## src/rtl/decode_pkg.sv

```systemverilog
// Shared decode types, opcode constants and the pure field decoder.
package decode_pkg;

  localparam int unsigned FIELD_MAX = 16;
  localparam int unsigned INST_MAX  = 32;

  // Decoded instruction; fields are sized for the largest supported config
  // and the low bits are used for the actual parameter set.
  typedef struct packed {
    logic [FIELD_MAX-1:0] opcode;
    logic [FIELD_MAX-1:0] opa;
    logic [FIELD_MAX-1:0] opb;
    logic [FIELD_MAX-1:0] dmaddr;
    logic [FIELD_MAX-1:0] dest;
    logic                 is_mem;
  } dec_t;

  // Low-w-bits-set mask.
  function automatic logic [INST_MAX-1:0] field_mask(input int unsigned w);
    return (INST_MAX'(1) << w) - INST_MAX'(1);
  endfunction

  // Memory opcode: all ones.
  function automatic logic [FIELD_MAX-1:0] op_mem(input int unsigned op_w);
    return FIELD_MAX'(field_mask(op_w));
  endfunction

  // No-source opcode: all ones minus one.
  function automatic logic [FIELD_MAX-1:0] op_nosrc(input int unsigned op_w);
    return op_mem(op_w) - FIELD_MAX'(1);
  endfunction

  // Split a raw instruction into its decoded fields.
  function automatic dec_t decode(input logic [INST_MAX-1:0] inst,
                                  input int unsigned inst_w,
                                  input int unsigned op_w,
                                  input int unsigned reg_w,
                                  input int unsigned addr_w);
    dec_t d;
    logic [INST_MAX-1:0] rmask;
    d        = '0;
    rmask    = field_mask(reg_w);
    d.opcode = FIELD_MAX'((inst >> (inst_w - op_w)) & field_mask(op_w));
    d.dest   = FIELD_MAX'(inst & rmask);
    d.is_mem = (d.opcode == op_mem(op_w));
    if (d.is_mem) begin
      d.dmaddr = FIELD_MAX'((inst >> (inst_w - op_w - addr_w)) & field_mask(addr_w));
    end else if (d.opcode != op_nosrc(op_w)) begin
      d.opa = FIELD_MAX'((inst >> (inst_w - op_w - reg_w)) & rmask);
      d.opb = FIELD_MAX'((inst >> (inst_w - op_w - 2 * reg_w)) & rmask);
    end
    return d;
  endfunction

endpackage

```

## src/rtl/decode_scoreboard.sv

```systemverilog
// Per-register pending bits with writeback bypass on all lookups.
module decode_scoreboard
  import decode_pkg::*;
#(
  parameter int unsigned REG_W = 3
) (
  input  logic             clk,
  input  logic             rst_n,
  input  logic             i_set_en,
  input  logic [REG_W-1:0] i_set_idx,
  input  logic             i_wb_en,
  input  logic [REG_W-1:0] i_wb_idx,
  input  logic             i_kill_en,
  input  logic [REG_W-1:0] i_kill_idx,
  input  logic [REG_W-1:0] i_ra_idx,
  input  logic [REG_W-1:0] i_rb_idx,
  input  logic [REG_W-1:0] i_rd_idx,
  output logic             o_ra_pend_c,
  output logic             o_rb_pend_c,
  output logic             o_rd_pend_c
);

  localparam int unsigned NREGS = 1 << REG_W;

  logic [NREGS-1:0] r_pend;
  logic [NREGS-1:0] w_pend_nxt;

  // Clears first so a same-cycle set of the same register wins.
  always_comb begin
    w_pend_nxt = r_pend;
    if (i_wb_en)   w_pend_nxt[i_wb_idx]   = 1'b0;
    if (i_kill_en) w_pend_nxt[i_kill_idx] = 1'b0;
    if (i_set_en)  w_pend_nxt[i_set_idx]  = 1'b1;
  end

  // Pending-bit register.
  always_ff @(posedge clk or negedge rst_n) begin
    if (!rst_n) r_pend <= '0;
    else        r_pend <= w_pend_nxt;
  end

  // A register being written back this cycle is treated as ready.
  assign o_ra_pend_c = r_pend[i_ra_idx] && !(i_wb_en && (i_wb_idx == i_ra_idx));
  assign o_rb_pend_c = r_pend[i_rb_idx] && !(i_wb_en && (i_wb_idx == i_rb_idx));
  assign o_rd_pend_c = r_pend[i_rd_idx] && !(i_wb_en && (i_wb_idx == i_rd_idx));

endmodule

```

## src/rtl/decode_stage.sv

```systemverilog
// Registered decode stage with RAW/WAW scoreboard stall and valid/ready handshakes.
module decode_stage
  import decode_pkg::*;
#(
  parameter int unsigned INST_W = 13,
  parameter int unsigned OP_W   = 4,
  parameter int unsigned REG_W  = 3,
  parameter int unsigned ADDR_W = 4,
  parameter int unsigned CNT_W  = 16
) (
  input  logic              clk,
  input  logic              rst_n,
  input  logic              in_valid,
  output logic              in_ready,
  input  logic [INST_W-1:0] in_inst,
  input  logic              flush,
  input  logic              wb_valid,
  input  logic [REG_W-1:0]  wb_dest,
  output logic              out_valid,
  input  logic              out_ready,
  output logic [OP_W-1:0]   out_opcode,
  output logic [REG_W-1:0]  out_opa,
  output logic [REG_W-1:0]  out_opb,
  output logic [ADDR_W-1:0] out_dmaddr,
  output logic [REG_W-1:0]  out_dest,
  output logic              out_is_mem,
  output logic [CNT_W-1:0]  stall_cnt
);

  dec_t              w_dec;
  logic              w_dec_unused;
  logic              w_is_nosrc;
  logic              w_chk_src;
  logic              w_ra_pend;
  logic              w_rb_pend;
  logic              w_rd_pend;
  logic              w_hazard;
  logic              w_accept;

  logic              r_out_valid;
  logic [OP_W-1:0]   r_out_opcode;
  logic [REG_W-1:0]  r_out_opa;
  logic [REG_W-1:0]  r_out_opb;
  logic [ADDR_W-1:0] r_out_dmaddr;
  logic [REG_W-1:0]  r_out_dest;
  logic              r_out_is_mem;
  logic [CNT_W-1:0]  r_stall_cnt;

  // Field extraction and source-check qualification.
  assign w_dec        = decode(INST_MAX'(in_inst), INST_W, OP_W, REG_W, ADDR_W);
  assign w_dec_unused = ^w_dec;
  assign w_is_nosrc   = (w_dec.opcode == op_nosrc(OP_W));
  assign w_chk_src    = !w_dec.is_mem && !w_is_nosrc;

  decode_scoreboard #(
    .REG_W (REG_W)
  ) u_sb (
    .clk         (clk),
    .rst_n       (rst_n),
    .i_set_en    (w_accept),
    .i_set_idx   (w_dec.dest[REG_W-1:0]),
    .i_wb_en     (wb_valid),
    .i_wb_idx    (wb_dest),
    .i_kill_en   (flush && r_out_valid),
    .i_kill_idx  (r_out_dest),
    .i_ra_idx    (w_dec.opa[REG_W-1:0]),
    .i_rb_idx    (w_dec.opb[REG_W-1:0]),
    .i_rd_idx    (w_dec.dest[REG_W-1:0]),
    .o_ra_pend_c (w_ra_pend),
    .o_rb_pend_c (w_rb_pend),
    .o_rd_pend_c (w_rd_pend)
  );

  // Hazard and handshake.
  assign w_hazard = (w_chk_src && (w_ra_pend || w_rb_pend)) || w_rd_pend;
  assign in_ready = (!r_out_valid || out_ready) && !w_hazard && !flush;
  assign w_accept = in_valid && in_ready;

  // Output register: load on accept, drop on flush or downstream take, else hold.
  always_ff @(posedge clk or negedge rst_n) begin
    if (!rst_n) begin
      r_out_valid  <= 1'b0;
      r_out_opcode <= '0;
      r_out_opa    <= '0;
      r_out_opb    <= '0;
      r_out_dmaddr <= '0;
      r_out_dest   <= '0;
      r_out_is_mem <= 1'b0;
    end else if (w_accept) begin
      r_out_valid  <= 1'b1;
      r_out_opcode <= w_dec.opcode[OP_W-1:0];
      r_out_opa    <= w_dec.opa[REG_W-1:0];
      r_out_opb    <= w_dec.opb[REG_W-1:0];
      r_out_dmaddr <= w_dec.dmaddr[ADDR_W-1:0];
      r_out_dest   <= w_dec.dest[REG_W-1:0];
      r_out_is_mem <= w_dec.is_mem;
    end else if (flush || out_ready) begin
      r_out_valid  <= 1'b0;
    end
  end

  // Saturating count of cycles where a presented instruction is held off by a hazard.
  always_ff @(posedge clk or negedge rst_n) begin
    if (!rst_n) begin
      r_stall_cnt <= '0;
    end else if (in_valid && w_hazard && (r_stall_cnt != {CNT_W{1'b1}})) begin
      r_stall_cnt <= r_stall_cnt + CNT_W'(1);
    end
  end

  assign out_valid  = r_out_valid;
  assign out_opcode = r_out_opcode;
  assign out_opa    = r_out_opa;
  assign out_opb    = r_out_opb;
  assign out_dmaddr = r_out_dmaddr;
  assign out_dest   = r_out_dest;
  assign out_is_mem = r_out_is_mem;
  assign stall_cnt  = r_stall_cnt;

endmodule

```

## config.mk

```make
export PLATFORM = sky130hd
export DESIGN_NAME = decode_stage
export DESIGN_NICKNAME = d
export VERILOG_FILES = /design/src/rtl/decode_pkg.sv /design/src/rtl/decode_scoreboard.sv /design/src/rtl/decode_stage.sv
export SDC_FILE = /design/constraint.sdc
export NUM_CORES = 1
export LEC_CHECK = 0
export CORE_UTILIZATION = 25
export CTS_CLUSTER_DIAMETER = 200
export DETAILED_ROUTE_END_ITERATION = 6
export SETUP_SLACK_MARGIN = 0.3
export SYNTH_ARGS = -nofsm -noshare
export SYNTH_HDL_FRONTEND = slang
export SYNTH_SLANG_ARGS = --single-unit
```

## constraint.sdc

```tcl
create_clock -name clk -period 4.2 [get_ports clk]
set_input_delay 0.84 -clock clk [delete_from_list [all_inputs] [get_ports clk]]
set_output_delay 0.84 -clock clk [all_outputs]
set_load 0.005 [all_outputs]
```

== Word-level counts from Yosys, hierarchy flattened ==
Cells that the tools add are included.

* Flip-flop bits (word level): 43
* Bits in latches: 0
* Memory bits (writable): 0
* ROM bits: 0
* Output and inout port bits: 36
* Memories kept: 0

* $add $sub $neg: 1
* Multipliers: 0
* Div/mod/pow operators: 0
* $lt $le $gt $ge: 8
* Equal/unequal tests: 7
* Shifts and indexed selects: 0
* Muxes and demuxes: 20
* Bitwise logic cells: 5
* Reduce and logical (&&, ||, !) cells: 30

{| class="wikitable"
|+ Operators by type and width
! cell !! number
|-
| 2-to-1 mux 19 bit || 2
|-
| 2-to-1 mux 8 bit || 3
|-
| < comparator 3 x 4 -> 1 bit (second input constant) || 5
|-
| logical AND 1 bit || 17
|-
| adder 16 x 1 -> 16 bit (second input constant) || 1
|-
| bitwise AND 8 bit || 2
|-
| inequality test 16 bit (second input constant) || 1
|-
| inverter 8 bit || 2
|-
| binary-select mux 1 bit (select 3 bit) || 3
|-
| demux 1 bit (select 3 bit) || 3
|-
| equality test 3 bit || 3
|-
| greater-or-equal comparator 3 x 1 -> 1 bit (second input constant) || 3
|-
| equality test 4 bit (second input constant) || 2
|-
| zero test 1 bit || 8
|-
| 2-to-1 mux 1 bit || 8
|-
| OR 8 bit || 1
|-
| logical OR 1 bit || 4
|-
| 2-to-1 mux 4 bit || 1
|-
| inequality test 4 bit (second input constant) || 1
|-
| nonzero test 2 bit || 1
|}

== Logic depth before layout (Yosys ltp) ==
Gate-level depths: netlist of run 1.

* Depth after elaboration: 15
* Depth in mapped cells: 10
* Mapped depth without buffers: 7

== Modules after synthesis ==
A second synthesis of run 1 with hierarchy kept.

* Cells, all modules: 232
* Area, all modules: 2532.4 um2

{| class="wikitable"
|+ Modules (own cells, without submodules)
! module !! times used !! cells each !! area each (um2)
|-
| decode_stage || 1 || 140 || 1725.4
|-
| decode_scoreboard || 1 || 92 || 807.0
|}

== Least setup slack after synthesis of run 1 ==
No wires, ideal clock.

* Path type: input to output
* Start point: input in_inst[2]
* End point: output in_ready
* Arrival time: 2244 ps
* Slack: 1116 ps
* Stages on the path: 7
* Path through: buf_2 > inv_1 > mux4_2 > a41o_1 > nand4_4 > buf_2 > nor3_1

* Word-level cells in the longest chain between the ends: 8
* Elaborated cells on any way between the ends: 10

{| class="wikitable"
|+ Ends and longest elaborated chain
! element !! line !! text
|-
| from (decl) || decode_stage.sv:15 || <nowiki>input logic [INST_W-1:0] in_inst,</nowiki>
|-
| parallel branches: the longest is 3 deep, another holds binary-select mux 1 bit (select 3 bit) || - ||
|-
| logical AND 1 bit * || decode_scoreboard.sv:45 || <nowiki>assign o_rd_pend_c = r_pend[i_rd_idx] && !(i_wb_en && (i_wb_idx == i_rd_idx));</nowiki>
|-
| logical OR 1 bit * || decode_stage.sv:75 || <nowiki>assign w_hazard = (w_chk_src && (w_ra_pend || w_rb_pend)) || w_rd_pend;</nowiki>
|-
| zero test 1 bit * || decode_stage.sv:76 || <nowiki>assign in_ready = (!r_out_valid || out_ready) && !w_hazard && !flush;</nowiki>
|-
| logical AND 1 bit * (2 in a row) || decode_stage.sv:76 ||
|-
| to (decl) || decode_stage.sv:14 || <nowiki>output logic in_ready,</nowiki>
|}

Mark *: on every way between the ends. The select of a mux whose other input is x is not followed.

== Final worst setup path of run 1 ==
* Start point: input in_inst[5]
* End point: register r_out_opa[0], in the netlist out_opa[0]

* Word-level cells in the longest chain between the ends: 13
* Elaborated cells on any way between the ends: 15

{| class="wikitable"
|+ Ends and longest elaborated chain
! element !! line !! text
|-
| 2-to-1 mux 19 bit * || decode_pkg.sv:48 || <nowiki>end else if (d.opcode != op_nosrc(op_w)) begin</nowiki>
|-
| 2-to-1 mux 19 bit * || decode_pkg.sv:46 || <nowiki>if (d.is_mem) begin</nowiki>
|-
| parallel branches: the longest is 3 deep, another holds binary-select mux 1 bit (select 3 bit) || - ||
|-
| logical AND 1 bit * || decode_scoreboard.sv:44 || <nowiki>assign o_rb_pend_c = r_pend[i_rb_idx] && !(i_wb_en && (i_wb_idx == i_rb_idx));</nowiki>
|-
| logical OR 1 bit * || decode_stage.sv:75 ||
|-
| logical AND 1 bit * || decode_stage.sv:75 ||
|-
| logical OR 1 bit * || decode_stage.sv:75 ||
|-
| zero test 1 bit * || decode_stage.sv:76 ||
|-
| logical AND 1 bit * (2 in a row) || decode_stage.sv:76 ||
|-
| logical AND 1 bit * || decode_stage.sv:77 || <nowiki>assign w_accept = in_valid && in_ready;</nowiki>
|-
| to (signal assigned) || decode_stage.sv:92 || <nowiki>r_out_opa <= w_dec.opa[REG_W-1:0];</nowiki>
|-
| to (decl) || decode_stage.sv:42 || <nowiki>logic [REG_W-1:0] r_out_opa;</nowiki>
|}

Marks and branches as above.
A chain may end at the register's enable or synchronous reset.

==> summary.md, run 1 <==
| Metric | Value |
|---|---|
| Status | `finished clean` |
| Clock Power Share | `19.0%` |
| Number of flops mapped to enable cells by yosys | `0` |
| Synthesized area per cell | `10.52 sq um` |
| Area growth, synth to finish | `34.59%` |
| Max-cap violations | `0` |
| Fillers | `944` |
| Via/cell ratio | `4.625` |
| Yosys top cell area share | `44.47%` |
| Hpwl dp | `4421 microns` |
| I/O pins | `58` |
| Comb pwr share | `37.5%` |
| Static leakage | `1.361 nW` |
| Drt wl/cell | `13.93 microns` |
| GP Congestion | `0.8487` |
| Critical path capture point type | `register` |
| Layout Skew | `0.006589 ns` |
| # DRC | `0` |
| Root buf cell | `clkbuf_8` |
| Die Y | `100.4 microns` |
| Adder-cell area share of the yosys netlist | `0.5171%` |
| Tightest Pin Transition | `0.9849 ns` |
| Relative max-transition margin | `34.34%` |
| Post-synthesis mux area share | `13.55%` |
| Post-synthesis cell count | `230` |
| Synthesized net count | `253` |
| TNS Setup | `0 ns` |
| Max Freq | `285.1 MHz` |
| Routed wire length | `5863 microns` |
| Tcrit/Tclk final | `83.51%` |
| Most frequent cell after synthesis | `dfrtp_1` |
| Top post-synthesis cells by area | `dfrtp_1 44%, xnor2_1 8.3%, mux2_2 6.5%` |
| Worst EP required | `4.37 ns` |
| Clk Latency, worst-skew pair | `0.29 ns` |
| Startpoint Class | `input port` |
| Primary FF master, synth | `dfrtp_1` |
| Post-DP Area | `3148 sq um` |
| Sequential-to-total area share from yosys stat | `44.47%` |
| Synth Area in Compound Gates | `8.273%` |
| Post-CTS sizing | `2` |
| Post-synth ARST share | `100.0%` |
| Nets | `314` |
| Min-delay worst type | `register to register` |
| Core Box Area | `9328 sq um` |
| Clock sinks | `43` |
| TritonCTS Buffers | `5` |
| Final setup vio count | `0` |
| Placement Setup Slack | `0.2765 ns` |
| Placement Rows | `35` |
| Design area | `3257 sq um` |
| Initial antenna violation count | `0` |
| First-pass GRT wire length | `9763 microns` |
| GR Util All Layers | `12.36%` |
| Gr ovfl total | `0` |
| RSZ-0062 raised after global routing | `false` |
| Seq pwr share | `43.4%` |
| CTS tree | `built` |
| Pin count of the biggest net entering global routing | `44` |
| Worst setup path category | `input port to register` |
| Most frequent cells after synthesis | `43 x dfrtp_1, 23 x xnor2_1, 21 x nand2_1` |
| Largest family of logic cells by synthesized area | `simple AND/OR/NAND/NOR gates` |
| Sw power | `0.0004684 W` |
| Synth Area in XOR/XNOR | `8.687%` |
| Clock slew at reported path FFs | `0.08 ns` |
| Die ar. | `10,080 sq um` |
| Vias | `1,947` |
| Syn. warnings | `0` |
| PD cells | `460.1 nW/um^2` |
| Ant. Diodes | `0` |
| Pre-antenna DRT Iters | `4` |
| Post-layout util | `34.92%` |
| Post-Synthesis Cell Area | `2420 sq um` |
| CTS Buffer Depth | `2` |
| Register bit count reported by yosys | `43` |
| Max H-tree Level | `2` |
| Sw Share | `31.26%` |
| Post-CTS Setup Bufs | `0` |
| Post-route ant nets | `0` |
| Vias in the first global route | `1,979` |
| Simple-gate share of the synthesized area | `20.84%` |
| Synth unique cells | `42` |
| First DRT Iteration DRCs | `105` |
| Final hold violation count | `0` |
| Buffers on Ports | `57` |
| Total Power | `0.001499 W` |
| Yosys top cell by area | `dfrtp_1` |
| Final max-slew violation count | `0` |
| Initial Utilization | `25.94%` |
| Hold buffer count at cts | `0` |
| Min Clock Period, post-route | `3.507 ns` |
| Die Wd | `100.4 microns` |
| Max rail drop VDD | `0.2118 mV` |
| Setup ws final | `0.6927 ns` |
| P_int | `0.001030 W` |
| Share of layout cells above drive strength 1 | `14.04%` |
| Critical path arrival | `3.68 ns` |
| Largest fanout on the critical path | `18` |
## layout by cell type (no fill, tap or decap), types with 5 or more instances in the layout
| cell type | Yosys | layout |
|---|---|---|
| mux2i_1 | 11 | 11 |
| inv_1 | 6 | 6 |
| o221ai_1 | 5 | 5 |
| nand2_1 | 21 | 21 |
| nor2_1 | 7 | 7 |
| xnor2_1 | 23 | 23 |
| nand2b_1 | 6 | 6 |
| mux2_2 | 14 | 14 |
| nand4_1 | 7 | 7 |
| nor3_1 | 8 | 8 |
| nand3_1 | 12 | 11 |
| clkdlybuf4s50_1 | 0 | 53 |
| and3_1 | 15 | 15 |
| buf_4 | 0 | 9 |
| clkbuf_8 | 0 | 7 |
| dfrtp_1 | 43 | 43 |
## cell families (layout without fill, tap and decap cells)
kind of cell               after synthesis  after routing
and+or+nand+nor                         91             91
DFF                                     43             43
muxes                                   28             28
AOI/OAI and AO/OA                       25             25
xor gates and xnor gates                24             24
buffers and inverters                   18             80
adders and majority gates                1              1
## flip-flops by register name (all words and copies together), names as in the netlist
| signal | flops |
|---|---|
| out_dest | 3 |
| out_dmaddr | 4 |
| out_is_mem | 1 |
| out_opa | 3 |
| out_opb | 3 |
| out_opcode | 4 |
| out_valid | 1 |
| stall_cnt | 16 |
| u_sb.r_pend | 8 |
## through the flow
stage / hold slack (ns) / cells
after floorplan: 0.4739 / 230
after global placement: 0.4788 / 413
after detailed placement: 0.4870 / 413
after CTS: 0.5006 / 421
after global routing: 0.5123 / 421
final: 0.4898 / 421
## final timing paths
kind / from / endpoint / slack [ns] / cells after the start
max: in_inst[5] / out_opa[0] / 0.69 / 8
min: stall_cnt[10] / stall_cnt[10] / 0.49 / 1
max reg2reg: u_sb.r_pend[5] / out_opa[0] / 1.34 / 7
min reg2reg: stall_cnt[10] / stall_cnt[10] / 0.49 / 1
max in group asynchronous: rst_n / out_dmaddr[0] / 2.88 / 1
min in group asynchronous: rst_n / u_sb.r_pend[1] / 0.71 / 1
## critical path, cell delays in order
cell	delay, ns
clkdlybuf4s50_1	0.51
mux4_2	0.49
or2_0	0.22
nand4_2	0.12
nand4_4	0.10
buf_4	0.21
nor2_1	0.76
mux2_2	0.42
## final cells by class
type                       count  area (sq um)  share of cell area [%]
multi-input combinational    169          1260                   38.69
sequential                    43          1076                   33.04
timing repair buffer          66         636.9                   19.55
tap                          129         161.4                   4.956
clock buffer                   8         100.1                   3.073
inverter                       6         22.52                  0.6915
## per-layer routing
metal | part of all wire [%] | track usage [%] | vias up
li1 | - | - | 951
met5 | 0 | 0 | -
met2 | 45 | 19.18 | 39
met3 | 4.1 | 2.019 | 5
met4 | 1.2 | 4.459 | 0
met1 | 50 | 17.34 | 952
## power groups by stage
stage	sequential (W)	clock (W)	combinational, W
final	0.000651	0.000285	0.000562
after global placement	0.000656	0	0.000565
after floorplan	0.000636	0	0.000274
after detailed placement	0.000659	0	0.000566
after global routing	0.000671	0.000313	0.000623
after CTS	0.000652	0.000299	0.000570
(Power assumes the default switching activity.)
==> inputs of run 2 (changes only) <==
==> constraint.sdc (replaced) <==
create_clock -name clk -period 3.6 [get_ports clk]
set_input_delay 0.72 -clock clk [delete_from_list [all_inputs] [get_ports clk]]
set_output_delay 0.72 -clock clk [all_outputs]
set_load 0.005 [all_outputs]
==> summary.md, run 2 (synthesized netlist as in run 1, its figures left out) <==
| Metric | Value |
|---|---|
| Gr ovfl total | `0 (unchanged)` |
| Largest fanout on the critical path | `2 (-16)` |
| Die Y | `100.4 microns (unchanged)` |
| Final setup vio count | `0 (unchanged)` |
| Commonest non-fill, non-tap cell in the layout | `clkdlybuf4s50_1` |
| Nets | `326 (+3.8%)` |
| CTS tree | `built` |
| GP Congestion | `0.8750 (+3.1%)` |
| Ant. Diodes | `0 (unchanged)` |
| Min Clock Period, post-route | `3.174 ns` |
| Post-CTS Setup Bufs | `0 (unchanged)` |
| GR Util All Layers | `12.65% (+0.29 points)` |
| Hold slack final | `0.4942 ns (+0.004390 ns)` |
| Pre-antenna DRT Iters | `4 (unchanged)` |
| Placed insts | `425 (+2.9%)` |
| Worst EP required | `2.88 ns (-1.49 ns)` |
| Via/cell ratio | `4.699 (+1.6%)` |
| Hold buffer count at cts | `0 (unchanged)` |
| Core Box Area | `9328 sq um (unchanged)` |
| Vias in the first global route | `1,955 (-1.2%)` |
| Initial antenna violation count | `0 (unchanged)` |
| Top delay family on crit path | `buffers and inverters` |
| Root buf cell | `clkbuf_8` |
| Critical path arrival | `2.45 ns (-1.23 ns)` |
| Max-cap violations | `0 (unchanged)` |
| Most frequent cells in the layout | `54 x clkdlybuf4s50_1, 43 x dfrtp_1, 23 x xnor2_1` |
| R2R cell count | `10 (+3)` |
| I/O pins | `58 (unchanged)` |
| Hpwl dp | `4579 microns (+3.6%)` |
| CTS Buffer Depth | `2 (unchanged)` |
| Clock sinks | `43 (unchanged)` |
| Die Wd | `100.4 microns (unchanged)` |
| Share of layout cells above drive strength 1 | `18.48% (+4.4 points)` |
| # DRC | `0 (unchanged)` |
| Post-layout util | `35.91% (+0.99 points)` |
| Routed wire length | `6132 microns (+4.6%)` |
| Max H-tree Level | `2 (unchanged)` |
| Initial Utilization | `25.94% (unchanged)` |
| Max reg flops | `16 (unchanged)` |
| Area growth, synth to finish | `38.42%` |
| Crit path buf inv count | `2 (unchanged)` |
| Max Freq | `315.0 MHz` |
| First-pass GRT wire length | `10,050 microns (+2.9%)` |
| Layout Skew | `0.003609 ns (-0.002981 ns)` |
| Hold Path Sink | `stall_cnt[6]` |
| Final max-slew violation count | `0 (unchanged)` |
| Hold_sp | `stall_cnt[6]` |
| Worst-path cell chain | `clkdlybuf4s50_1 > mux4_2 > or2_0 > nand4_2 > nand4_4 > nor3_4 > clkbuf_2` |
| Die ar. | `10,080 sq um (unchanged)` |
| Max rail drop VDD | `0.2371 mV (+12%)` |
| Drt wl/cell | `14.19 microns (+1.9%)` |
| TritonCTS Buffers | `5 (unchanged)` |
| Critical Path Max Stage Delay | `0.51 ns (-0.25 ns)` |
| Clock slew at reported path FFs | `0.08 ns (about the same)` |
| Startpoint Class | `input port` |
| Placement Rows | `35 (unchanged)` |
| Critical R2R Capture | `u_sb.r_pend[4]` |
| Placement Setup Slack | `-0.09695 ns (-0.3735 ns)` |
| Hold depth | `1 (unchanged)` |
| Slowest stage cell, crit path | `clkdlybuf4s50_1` |
| Status | `finished clean` |
| Setup ws final | `0.4258 ns (-0.2669 ns)` |
| Buffers on Ports | `57 (unchanged)` |
| Static leakage | `1.401 nW (+2.9%)` |
| RSZ-0062 raised after global routing | `false` |
| Worst setup path category | `input port to output port` |
| Relative max-transition margin | `35.06% (+0.72 points)` |
| Critical path capture point type | `output port` |
| Post-route ant nets | `0 (unchanged)` |
| Clk Latency, worst-skew pair | `0.29 ns (about the same)` |
| PD cells | `525.6 nW/um^2 (+14%)` |
| R2R Setup Slk | `0.95 ns (-0.39 ns)` |
| Pin count of the biggest net entering global routing | `44 (unchanged)` |
| Tightest Pin Transition | `0.9741 ns (-0.01086 ns)` |
| Crit Reg-Reg Startpoint | `u_sb.r_pend[5]` |
| Vias | `2,030 (+4.3%)` |
| Tcrit/Tclk final | `88.17%` |
| First DRT Iteration DRCs | `76 (-28%)` |
| TNS Setup | `0 ns (unchanged)` |
| Final Non-Filler Cells | `432 (+2.6%)` |
| Min-delay worst type | `register to register` |
| Final hold violation count | `0 (unchanged)` |
[run 2: changes by cell type in the layout (fill, tap and decap cells not counted), sizes merged]
cell	delta
buf	+12
clkdlybuf4s50	+1
clkinv	+1
dlymetal6s2s	-2
clkbuf	-1
[run 2: worst max path at each step]
| stage | start | end | slack (ns) | cells after the start |
|---|---|---|---|---|
| after floorplan | in_inst[2] | in_ready | 0.76 | 7 |
| after global placement | in_inst[5] | in_ready | -0.18 | 7 |
| after detailed placement | in_inst[5] | in_ready | -0.1 | 7 |
| after CTS | in_inst[5] | in_ready | 0.29 | 7 |
| after global routing | in_inst[5] | u_sb.r_pend[5] | 0.31 | 11 |
| final | in_inst[5] | in_ready | 0.43 | 7 |
[run 2: stage by stage]
stage               area, sq um  power (W)
floorplan                  2420   0.001061
global placement           3238   0.001442
detailed placement         3238   0.001453
CTS                        3331   0.001776
global route               3349   0.001884
finish                     3349   0.001761
[run 2: timing repair]
action / in CTS / in global routing
gates resized for setup: 5 / 5
endpoints found under the setup margin: 7 / 2
pin swaps: 1 / 0
[run 2: metal layers]
| layer | global-route usage (%) | wire length [microns] | share of wire [%] | vias to the layer above |
|---|---|---|---|---|
| li1 | - | - | - | 974 |
| met1 | 18.34 | 3013 | 49 | 1004 |
| met2 | 18.76 | 2814 | 46 | 46 |
| met3 | 2.437 | 235 | 3.8 | 6 |
| met4 | 4.236 | 69 | 1.1 | 0 |
| met5 | 0 | 0 | 0 | - |
[run 2: report_power, final]
part           switching, W  total (W)  internal (W)
combinational      0.000264   0.000688      0.000424
sequential         0.000143   0.000763      0.000620
clock              0.000159   0.000309      0.000151
total              0.000566    0.00176       0.00119
[run 2: cell type report]
type / count / area, sq um
fillers: 951 / 5978
multi-input cells: 169 / 1285
flip-flops and latches: 43 / 1076
repair buffers: 78 / 716.9
well taps: 129 / 161.4
clock buffers: 6 / 82.58
inverters: 6 / 22.52
clock inverters: 1 / 5.005
